## config.mk

```make
export PLATFORM = sky130hd
export DESIGN_NAME = demux_1_a_4_stream
export DESIGN_NICKNAME = d
export VERILOG_FILES = /design/src/rtl/demux_1_a_4_stream_pkg.sv /design/src/rtl/demux_1_a_4_stream_contador_canal.sv /design/src/rtl/demux_1_a_4_stream.sv
export SDC_FILE = /design/constraint.sdc
export NUM_CORES = 1
export LEC_CHECK = 0
export BUFFER_PORTS_ARGS = -buffer_cell sky130_fd_sc_hd__buf_4
export CAP_MARGIN = 40
export CELL_PAD_IN_SITES_DETAIL_PLACEMENT = 1
export CELL_PAD_IN_SITES_GLOBAL_PLACEMENT = 2
export CORE_MARGIN = 2
export CORE_UTILIZATION = 35
export DETAILED_ROUTE_END_ITERATION = 8
export PLACE_DENSITY_LB_ADDON = 0.15
export SYNTH_ARGS = -nofsm -noshare
export SYNTH_HDL_FRONTEND = slang
export SYNTH_SLANG_ARGS = --single-unit
```

## constraint.sdc

```tcl
create_clock -name i_clk -period 2.7 [get_ports i_clk]
set_clock_uncertainty 0.05 [all_clocks]
set_input_delay 0.54 -clock i_clk [delete_from_list [all_inputs] [get_ports i_clk]]
set_output_delay 0.54 -clock i_clk [all_outputs]
set_load 0.01 [all_outputs]
```

## src/rtl/demux_1_a_4_stream_pkg.sv

```systemverilog
// demux_1_a_4_stream_pkg: shared state encoding, channel constants and select decode.
// Rev 1.0
`default_nettype none

package demux_1_a_4_stream_pkg;

  typedef enum logic {
    VACIO = 1'b0,
    LLENO = 1'b1
  } estado_t;

  localparam logic [1:0] CH0 = 2'd0;
  localparam logic [1:0] CH1 = 2'd1;
  localparam logic [1:0] CH2 = 2'd2;
  localparam logic [1:0] CH3 = 2'd3;

  function automatic logic [3:0] sel_a_onehot(input logic [1:0] sel);
    return 4'b0001 << sel;
  endfunction

endpackage

`default_nettype wire

```

## src/rtl/demux_1_a_4_stream_contador_canal.sv

```systemverilog
// contador_canal: wrapping per-channel transfer counter, synchronous clear beats increment.
// Rev 1.0
`default_nettype none

module contador_canal #(
  parameter int CW = 8
) (
  input  logic          i_clk,
  input  logic          i_rst_n,
  input  logic          i_inc,
  input  logic          i_clr,
  output logic [CW-1:0] o_cnt
);

  logic [CW-1:0] r_cnt;

  always_ff @(posedge i_clk or negedge i_rst_n) begin
    if (!i_rst_n) begin
      r_cnt <= '0;
    end else if (i_clr) begin
      r_cnt <= '0;
    end else if (i_inc) begin
      r_cnt <= r_cnt + CW'(1);
    end
  end

  assign o_cnt = r_cnt;

endmodule

`default_nettype wire

```

## src/rtl/demux_1_a_4_stream.sv

```systemverilog
// demux_1_a_4_stream: registered 1-to-4 valid/ready demultiplexer with per-channel transfer counters.
// Rev 1.0
`default_nettype none

module demux_1_a_4_stream
  import demux_1_a_4_stream_pkg::*;
#(
  parameter int N  = 4,
  parameter int CW = 8
) (
  input  logic          i_clk,
  input  logic          i_rst_n,
  input  logic [N-1:0]  i_Datos,
  input  logic [1:0]    i_sel,
  input  logic          i_valid,
  output logic          o_ready,
  output logic [N-1:0]  o_Datos,
  output logic [3:0]    o_valid,
  input  logic [3:0]    i_ready,
  output logic [CW-1:0] o_cnt_0,
  output logic [CW-1:0] o_cnt_1,
  output logic [CW-1:0] o_cnt_2,
  output logic [CW-1:0] o_cnt_3,
  input  logic          i_clr_cnt
);

  estado_t       r_estado;
  estado_t       w_estado_sig;
  logic [N-1:0]  r_word;
  logic [1:0]    r_sel;
  logic [3:0]    w_sel_oh;
  logic          w_out_fire;
  logic          w_in_fire;
  logic [CW-1:0] w_cnt [4];

  assign w_sel_oh   = sel_a_onehot(r_sel);
  assign w_out_fire = (r_estado == LLENO) & i_ready[r_sel];
  // Pass-through of the selected channel's ready lets a word leave and a new one
  // enter on the same edge.
  assign o_ready    = (r_estado == VACIO) | i_ready[r_sel];
  assign w_in_fire  = i_valid & o_ready;

  always_comb begin
    w_estado_sig = r_estado;
    case (r_estado)
      VACIO:   if (i_valid) w_estado_sig = LLENO;
      LLENO:   if (w_out_fire && !i_valid) w_estado_sig = VACIO;
      default: w_estado_sig = VACIO;
    endcase
  end

  always_ff @(posedge i_clk or negedge i_rst_n) begin
    if (!i_rst_n) begin
      r_estado <= VACIO;
      r_word   <= '0;
      r_sel    <= CH0;
    end else begin
      r_estado <= w_estado_sig;
      if (w_in_fire) begin
        r_word <= i_Datos;
        r_sel  <= i_sel;
      end
    end
  end

  assign o_valid = (r_estado == LLENO) ? w_sel_oh : 4'b0000;
  assign o_Datos = r_word;

  for (genvar k = 0; k < 4; k++) begin : g_cnt
    contador_canal #(
      .CW(CW)
    ) u_contador (
      .i_clk   (i_clk),
      .i_rst_n (i_rst_n),
      .i_inc   (w_out_fire & w_sel_oh[k]),
      .i_clr   (i_clr_cnt),
      .o_cnt   (w_cnt[k])
    );
  end

  assign o_cnt_0 = w_cnt[CH0];
  assign o_cnt_1 = w_cnt[CH1];
  assign o_cnt_2 = w_cnt[CH2];
  assign o_cnt_3 = w_cnt[CH3];

endmodule

`default_nettype wire

```

==> results of run 1 <==
[report_power, final]
part | leakage (nW) | switching (mW) | internal (mW)
registers | 0.527 | 0.114 | 0.650
clock network | 0.0644 | 0.219 | 0.369
logic | 0.646 | 0.226 | 0.287
total | 1.24 | 0.559 | 1.31
[critical path: cells and delay by family, from the launching register on]
kind / cells / cell delay, ps
flip-flops: 1 / 650
buffers and inverters: 1 / 160
AO/OA/AOI/OAI: 1 / 150
multiplexers: 1 / 350
[registers in the layout, summed over array words and instances, names as in the netlist]
name	flops
g_cnt.u_contador.o_cnt	32
r_estado	1
o_Datos	4
r_sel	2
[worst max path at each step]
stage                     slack [ps]                  from  endpoint
after floorplan                 1130            i_ready[2]   o_ready
after global routing             390  r_sel[0]$_DFFE_PN0P_   o_ready
after detailed placement         790            i_ready[2]   o_ready
after CTS                        500  r_sel[0]$_DFFE_PN0P_   o_ready
after global placement           850            i_ready[2]   o_ready
final                            510  r_sel[0]$_DFFE_PN0P_   o_ready
[cell usage after synthesis]
cell type	count
nor2b_1	4
nor2_1	28
a311o_1	1
o21ai_0	3
nand4_1	8
nor3_1	4
and4b_2	1
mux2_4	6
buf_4	2
and4_1	1
nor4_2	2
a21oi_1	6
nand2_2	2
nand2b_1	1
dfrtp_1	39
nand4_2	1
nand2_1	14
buf_6	1
or3_1	3
xnor2_1	10
and4b_1	1
buf_1	1
a211oi_2	1
clkbuf_1	3
nand3_1	5
and2_1	1
nor2b_2	1
inv_1	2
ha_1	4
nand4b_4	2
and3_2	1
and3_1	5
mux2i_1	3
xor2_1	14
nand3b_4	1
and4bb_1	1
[layout make-up]
cell class                      instances  share of cell area [%]
Multi-Input combinational cell        135                   37.39
Clock inverter                          3                   2.619
Timing Repair Buffer                   54                   15.71
Tap cell                               72                   3.492
Clock buffer                            5                   2.667
Sequential cell                        39                   37.83
Inverter                                2                  0.2910
[metal layers]
metal	up-vias	track usage, %	routed length (um)
li1	736	-	-
met4	0	5.172	60
met3	7	4.072	200
met2	31	29.49	2359
met1	767	19.83	2015
met5	-	0	0
[cells by family (layout without fill, tap and decap cells)]
logic type | Yosys count | in the layout | share of synthesized area (%)
and+or+nand+nor | 87 | 87 | 25.98
DFF | 39 | 39 | 49.06
xor gates and xnor gates | 24 | 24 | 10.57
muxes | 9 | 9 | 6.038
adders and majority gates | 4 | 4 | 2.516
buffers and inverters | 9 | 64 | 2.452
AOI/OAI and AO/OA | 11 | 11 | 3.396
==> metrics.txt, run 1 <==
# Post-CTS Setup Buffers=0; GPL Wtd Cong=between 0.7 and 0.8; # setup viols final=0; Setup TNS=0 ps; Sequential cell area=975.9 um^2; Remaining DRCs=0; CP endpoint kind=output port; PD cells=about 720 nW/um^2; CP max stage delay=between 600 and 700 ps; Seq/Total Area, Yosys=49.06%; crit path kind=reg -> out; CTS buffer count=5; P&R area growth vs syn=29.69%; Die Y=roughly 79 um; dpl cells=approximately 300; run status=complete, no violations; Pleak=~1.2 nW; synthesized flop and latch total=39; Final min period=between 2000 and 2500 ps; via/cell ratio=between 4 and 5; H-tree Lvls=2; DR pass1 iterations=2; fmax=approximately 0.46 GHz; Die Wd=between 70 and 80 um; initial drt markers=54; CTS Root Buffer Type=clkbuf_8; Mean Syn Cell Area=about 11 um^2; clk slew on worst S/H paths=approximately 90 ps; pre-CTS setup slack=just under 800 ps; placed cell area=about 2400 um^2; combined area of the multi-input logic cells=just under 1000 um^2; Netlist cell types=36; Post-Route WL=4635 um; filler instances=~630; remaining antenna violation count=0; final setup margin=507.9 ps; CTS max path bufs=2; CTS tree=done; CP Cell Sequence=mux2i_1 > a21oi_1 > buf_4; Pins Over Slew Limit=0; Final Util=between 40 and 50%; Net count, final=255; post-cts resize count=0; Relative slew margins=~66%; first-pass GRT wire length=roughly 8200 um; CP Max Fanout=14; Reg2Reg Capture Point=g_cnt[3].u_contador.o_cnt[7]$_DFFE_PN0P_; Worst Reg-to-Reg Cells=3; clk_lat worst skew=about 300 ps; critical path required time=about 2100 ps; Boundary Pins=55; area of the core=about 5500 um^2; Hold WC Path Type=in -> async; Mapped Area=roughly 2000 um^2; post-synthesis instance total=roughly 180; total power=between 1.5 and 2 mW; Mapped Nets=between 200 and 250; largest net degree at the start of global routing=40; WL/cell=14.95 um; hold_buf cts=0; Hold Vio Cnt, Final=0; Overflow after GRT=0; Synth area leader=dfrtp_1; CP arrival=1600 ps; final cell count without fillers=310; commonest non-fill, non-tap cell in the layout=buf_4; synth warn=0; Critical R2R Launch=r_sel[0]$_DFFE_PN0P_; initial antenna violation count=0; VDD IR max=500.4 uV; vias=approximately 1500; Tot GR Track Use=approximately 17%; initial core utilization=36.13%; Die ar.=~6300 um^2; row cnt=27; CP max stage cell=dfrtp_1; Worst setup SP type=register; worst-margin pin slew=around 510 ps; final instance area=roughly 2600 um^2; top post-synthesis cells by area=dfrtp_1, xor2_1, nor2_1; most frequent cells in the layout=buf_4, dfrtp_1, nor2_1; port bufs=between 50 and 60; final hold slack=about 150 ps; hpwl dp=~3400 um; Sink Count=39; Antenna Cells=0; top-area cell type share of the netlist area=between 40% and 50%; RSZ-0062 raised after global routing=false; share of cells above drive strength 1=between 30% and 40%; Tcrit/Tclk final=81.19%; total of max-cap violations=0; vias in the first global route=around 1700; R2R setup slack=roughly 930 ps
Power figures use the tool's default switching activity.
==> inputs of run 2 (changes only) <==
Settings changed: ABC_AREA set to 1, CORE_UTILIZATION 35 to 26.
Clock period 2.7 ns to 1.9 ns, I/O delays scaled along.
==> metrics.txt, run 2 <==
run status=complete, no violations; # setup viols final=0 (unchanged); Synth area leader=dfrtp_1; H-tree Lvls=2 (unchanged); RSZ-0062 raised after global routing=true; hold_buf cts=0 (unchanged); Remaining DRCs=0 (unchanged); Critical R2R Launch=r_sel[1]$_DFFE_PN0P_; Boundary Pins=55 (unchanged); Setup TNS=0 ps (unchanged); Pins Over Slew Limit=0 (unchanged); Post-synth EDFFs=0 (unchanged); largest net degree at the start of global routing=40 (unchanged); Antenna Cells=0 (unchanged); CP endpoint kind=output port; CTS max path bufs=2 (unchanged); CP max stage delay=480 ps (-170 ps); Mapped Area=2361 um^2 (+19%); hpwl dp=5101 um (+51%); Netlist cell types=20 (-44%); row cnt=34 (+26%); most frequent cell after synthesis=nand2_1; CP Max Fanout=9 (-5); VDD IR max=448.7 uV (-10%); crit path kind=reg -> out; DR pass1 iterations=4 (+2); Post-synth ARST share=100.0% (unchanged); top-area cell type share of the netlist area=41.34% (-7.7 points); Tcrit/Tclk final=a little over nine tenths; most frequent cells in the layout=nand2_1, buf_4, nor2_1; R2R setup slack=400 ps (-530 ps); vias in the first global route=2432 (+44%); CTS tree=done; Die Y=99.30 um (+25%); Mean Syn Cell Area=6.965 um^2 (-36%); CP delay by family, top=flip-flops; top post-synthesis cells by area=dfrtp_1, nand2_1, nand3_1; WL/cell=13.45 um (-10%); remaining antenna violation count=0 (unchanged); final instance area=2998 um^2 (+16%); initial drt markers=80 (+48%); CP max stage cell=dfrtp_2; synthesized flop and latch total=39 (unchanged); most used cell along the critical path=nand2_2; commonest non-fill, non-tap cell in the layout=nand2_1; CP Cell Sequence=inv_4 > nand2_2 > nand2_1 > nand2_2 > nand3_4 > buf_4; dpl cells=498 (+65%); final cell count without fillers=508 (+64%); Hold WC Path Type=in -> async; vias=2327 (+51%); via/cell ratio=4.581 (-7.9%); CTS Root Buffer Type=clkbuf_8; Worst Reg-to-Reg Cells=6 (+3); Pleak=1.590 nW (+29%); Post-Route WL=6835 um (+47%); critical path required time=1470 ps (-640 ps); Sink Count=39 (unchanged); initial antenna violation count=0 (unchanged); Hold Vio Cnt, Final=0 (unchanged); dominant synthesized flop cell=dfrtp_1; Synth top cells by count=nand2_1, nor2_1, dfrtp_1, nand3_1, inv_1; GPL Wtd Cong=0.7379 (-3.0%); Mapped Nets=357 (+78%); area of the core=8763 um^2 (+59%); CP bufs+invs=2 (+1); post-synthesis instance total=339 (+85%); PD cells=845.6 nW/um^2 (+17%); initial core utilization=26.94% (-9.2 points); port bufs=54 (unchanged); Die Wd=99.30 um (+25%); clk slew on worst S/H paths=80 ps (about the same); Largest register FFs=32 (unchanged); CP arrival=1380 ps (-220 ps); Final min period=around 1800 ps; Overflow after GRT=0 (unchanged); total of max-cap violations=0 (unchanged); fmax=0.5516 GHz; Seq/Total Area, Yosys=41.34% (-7.7 points); P&R area growth vs syn=26.97%; placed cell area=2898 um^2 (+19%); Relative slew margins=63.84% (-2.5 points); clk_lat worst skew=290 ps (about the same); Die ar.=9860 um^2 (+56%); CTS buffer count=5 (unchanged); Worst setup SP type=register; worst-margin pin slew=542.3 ps (+37.05 ps); share of cells above drive strength 1=21.25% (-12 points); first-pass GRT wire length=11900 um (+45%); Tot GR Track Use=14.96% (-1.7 points); Reg2Reg Capture Point=g_cnt[1].u_contador.o_cnt[2]$_DFFE_PN0P_; synth warn=0 (unchanged); Net count, final=417 (+64%)
## run 2: per-stage QoR
step	power, mW	utilization (%)	worst slack, ps	hold WS [ps]
detailed placement	1.980	33.07	315.3	361.7
global placement	1.973	33.07	332.6	366.4
global route	2.742	34.21	-23.03	56.28
finish	2.535	34.21	86.96	24.25
floorplan	1.594	-	560.3	34.41
CTS	2.558	34.01	38.87	39.33
## run 2: area by class of cell
class	instances	area (um^2)
tap	108	135.1
timing repair buffer	59	442.9
sequential	39	977.2
multi-input combinational	262	1239
fill	1126	5766
clock buffer	7	76.32
clock inverter	1	5.005
inverter	32	122.6
## run 2: worst max path at each step
stage | startpoint | depth (start not counted) | endpoint
final | r_sel[0]$_DFFE_PN0P_ | 6 | o_ready
after global routing | r_sel[0]$_DFFE_PN0P_ | 6 | o_ready
after CTS | r_estado$_DFF_PN0_ | 3 | o_valid[3]
after detailed placement | r_sel[0]$_DFFE_PN0P_ | 6 | o_ready
after global placement | r_sel[0]$_DFFE_PN0P_ | 6 | o_ready
after floorplan | r_sel[0]$_DFFE_PN0P_ | 5 | o_ready
## run 2: timing repair
action,CTS,global route
gates resized for setup,1,1
pin swaps,0,1
setup buffers,0,2
endpoints found under the setup margin,1,2
cloned,0,0
## run 2: per-layer routing
metal | track usage (%) | wire [um]
met3 | 3.092 | 320
met2 | 24.12 | 3124
met5 | 0 | 0
met4 | 4.742 | 84
met1 | 20.17 | 3305
## run 2: cells by family (layout without fill, tap and decap cells)
family / Yosys count / count (layout) / synth area share (%)
fa+ha+maj: 4 / 4 / 2.120
compound gates: 6 / 6 / 1.696
flops: 39 / 39 / 41.34
simple gates: 250 / 250 / 47.91
buf+inv: 38 / 99 / 6.200
xor+xnor: 2 / 2 / 0.7421
## run 2: report_power, final
group          internal (mW)  switching, mW  total, mW  leakage (nW)
logic                  0.350          0.579      0.929          1.02
registers              0.927          0.119       1.05         0.529
clock network          0.258          0.303      0.561        0.0422
==> inputs of run 3 (changes only) <==
Settings changed: SETUP_SLACK_MARGIN set to 0.15.
==> metrics.txt, run 3 (synthesis gave the netlist of run 2 again) <==
port bufs=54 (unchanged); CTS max path bufs=2 (unchanged); row cnt=34 (unchanged); CTS tree=done; run status=complete, no violations; Comb pwr share=42.3% (+5.7 points); filler instances=1122 (-0.36%); routed wl met2=3289 um (+5.3%); P&R area growth vs syn=31.69%; Highest Signal Layer=met4; Largest register FFs=32 (unchanged); Hold Vio Cnt, Final=0 (unchanged); WL/cell=13.48 um (+0.18%); GPL Wtd Cong=0.7379 (unchanged); Pleak=1.645 nW (+3.4%); Final min period=1720 ps (-93.28 ps); fmax=0.5815 GHz (+5.4%); worst-margin pin slew=535.9 ps (-6.418 ps); area of the core=8763 um^2 (unchanged); total power=2.775 mW (+9.4%); CTS buffer count=5 (unchanged); Tot GR Track Use=14.99% (+0.030 points); Worst setup SP type=register; final hold slack=23.49 ps (-0.7577 ps); Boundary Pins=55 (unchanged); hpwl dp=5101 um (unchanged); CTS Root Buffer Type=clkbuf_8; critical path required time=1470 ps (about the same); VDD IR max=522.3 uV (+16%); clk slew on worst S/H paths=80 ps (about the same); met1 wire length=3287 um (-0.54%); initial drt markers=75 (-6.3%); Die Wd=99.30 um (unchanged); Remaining DRCs=0 (unchanged); sequential power share=37.8% (-3.4 points); Post-Route WL=6982 um (+2.2%); clk_lat worst skew=290 ps (about the same); # setup viols final=0 (unchanged); switch share=38.50% (-0.96 points); Net count, final=427 (+2.4%); Tcrit/Tclk final=90.51% (-4.9 points); Net Sw Power=1.068 mW (+6.8%); CP Max Fanout=6 (-3); Relative slew margins=64.27% (+0.43 points); vias=2361 (+1.5%); remaining antenna violation count=0 (unchanged); RSZ-0062 raised after global routing=true; PD cells=892.4 nW/um^2 (+5.5%); H-tree Lvls=2 (unchanged); Hold WC Path Type=in -> async; Sink Count=39 (unchanged); part of the power in the clock network=19.9% (-2.2 points); wire length on met3=321 um (+0.31%); via/cell ratio=4.558 (-0.50%); Die ar.=9860 um^2 (unchanged); first-pass GRT wire length=11940 um (+0.29%); initial antenna violation count=0 (unchanged); largest net degree at the start of global routing=40 (unchanged); Antenna Cells=0 (unchanged); initial core utilization=26.94% (unchanged); CP arrival=1290 ps (-90 ps); Die Y=99.30 um (unchanged); CP endpoint kind=output port; total of max-cap violations=0 (unchanged); Setup TNS=0 ps (unchanged); hold_buf cts=0 (unchanged); share of cells above drive strength 1=24.63% (+3.4 points); commonest non-fill, non-tap cell in the layout=nand2_1; vias in the first global route=2441 (+0.37%); Pins Over Slew Limit=0 (unchanged); crit path kind=reg -> out; DR pass1 iterations=4 (unchanged); Overflow after GRT=0 (unchanged); most frequent cells in the layout=nand2_1, buf_4, nor2_1; Pint=1.706 mW (+11%)
==> run 3: power by group through the flow <==
| stage | registers (mW) | logic, mW | clock network [mW] |
|---|---|---|---|
| finish | 1.05 | 1.17 | 0.553 |
| global placement | 1.06 | 0.916 | 0 |
| floorplan | 1.07 | 0.528 | 0 |
| global route | 1.07 | 1.30 | 0.622 |
| CTS | 1.04 | 0.938 | 0.586 |
| detailed placement | 1.06 | 0.924 | 0 |
==> run 3: metal layers <==
metal  vias up  global-route usage, %
met5         -                      0
met4         0                  4.742
met3         4                  3.092
met2        43                  24.22
met1      1110                  20.17
li1       1204                      -
==> run 3: layout make-up <==
class	count	area [um^2]	area share [%]
repair buffers	69	525.5	16.90
flip-flops and latches	39	979.7	31.51
inverters	32	126.4	4.064
multi-input cells	262	1261	40.56
clock inverters	1	5.005	0.1610
well taps	108	135.1	4.346
clock buffers	7	76.32	2.455
==> run 3: worst max-delay path, cell delays in order (launching register included) <==
cell	delay, ps
dfrtp_2	460
inv_4	120
nand2_4	60
nand2_4	80
nand2_4	60
nand3_4	110
buf_6	110
==> run 3: worst paths after layout <==
check	from	depth (start not counted)	end	slack (ps)
setup / recovery	r_sel[0]$_DFFE_PN0P_	6	o_ready	180
min in group i_clk	i_sel[1]	3	r_sel[1]$_DFFE_PN0P_	280
max in group asynchronous	i_rst_n	1	r_estado$_DFF_PN0_	1380
hold / removal	i_rst_n	1	g_cnt[3].u_contador.o_cnt[5]$_DFFE_PN0P_	20
hold reg to reg	o_Datos[0]$_DFFE_PN0P_	2	o_Datos[0]$_DFFE_PN0P_	430
setup reg to reg	g_cnt[3].u_contador.o_cnt[0]$_DFFE_PN0P_	9	g_cnt[3].u_contador.o_cnt[6]$_DFFE_PN0P_	400
==> run 3: metrics by stage <==
step	setup WS [ps]	util, %	std cells	instance area [um^2]
2_1_floorplan	560.3	-	339	2361
3_5_place_dp	315.3	33.07	498	2898
6_report	180.2	35.48	518	3109
4_1_cts	48.19	34.09	507	2988
5_1_grt	103.1	35.48	518	3109
3_3_place_gp	332.6	33.07	498	2898
==> run 3: repair_timing <==
item / 4_1_cts / 5_1_grt
endpoints found under the setup margin: 3 / 5
gates cloned: 0 / 0
setup buffers: 1 / 11
pin swaps: 1 / 3
gates resized for setup: 1 / 12
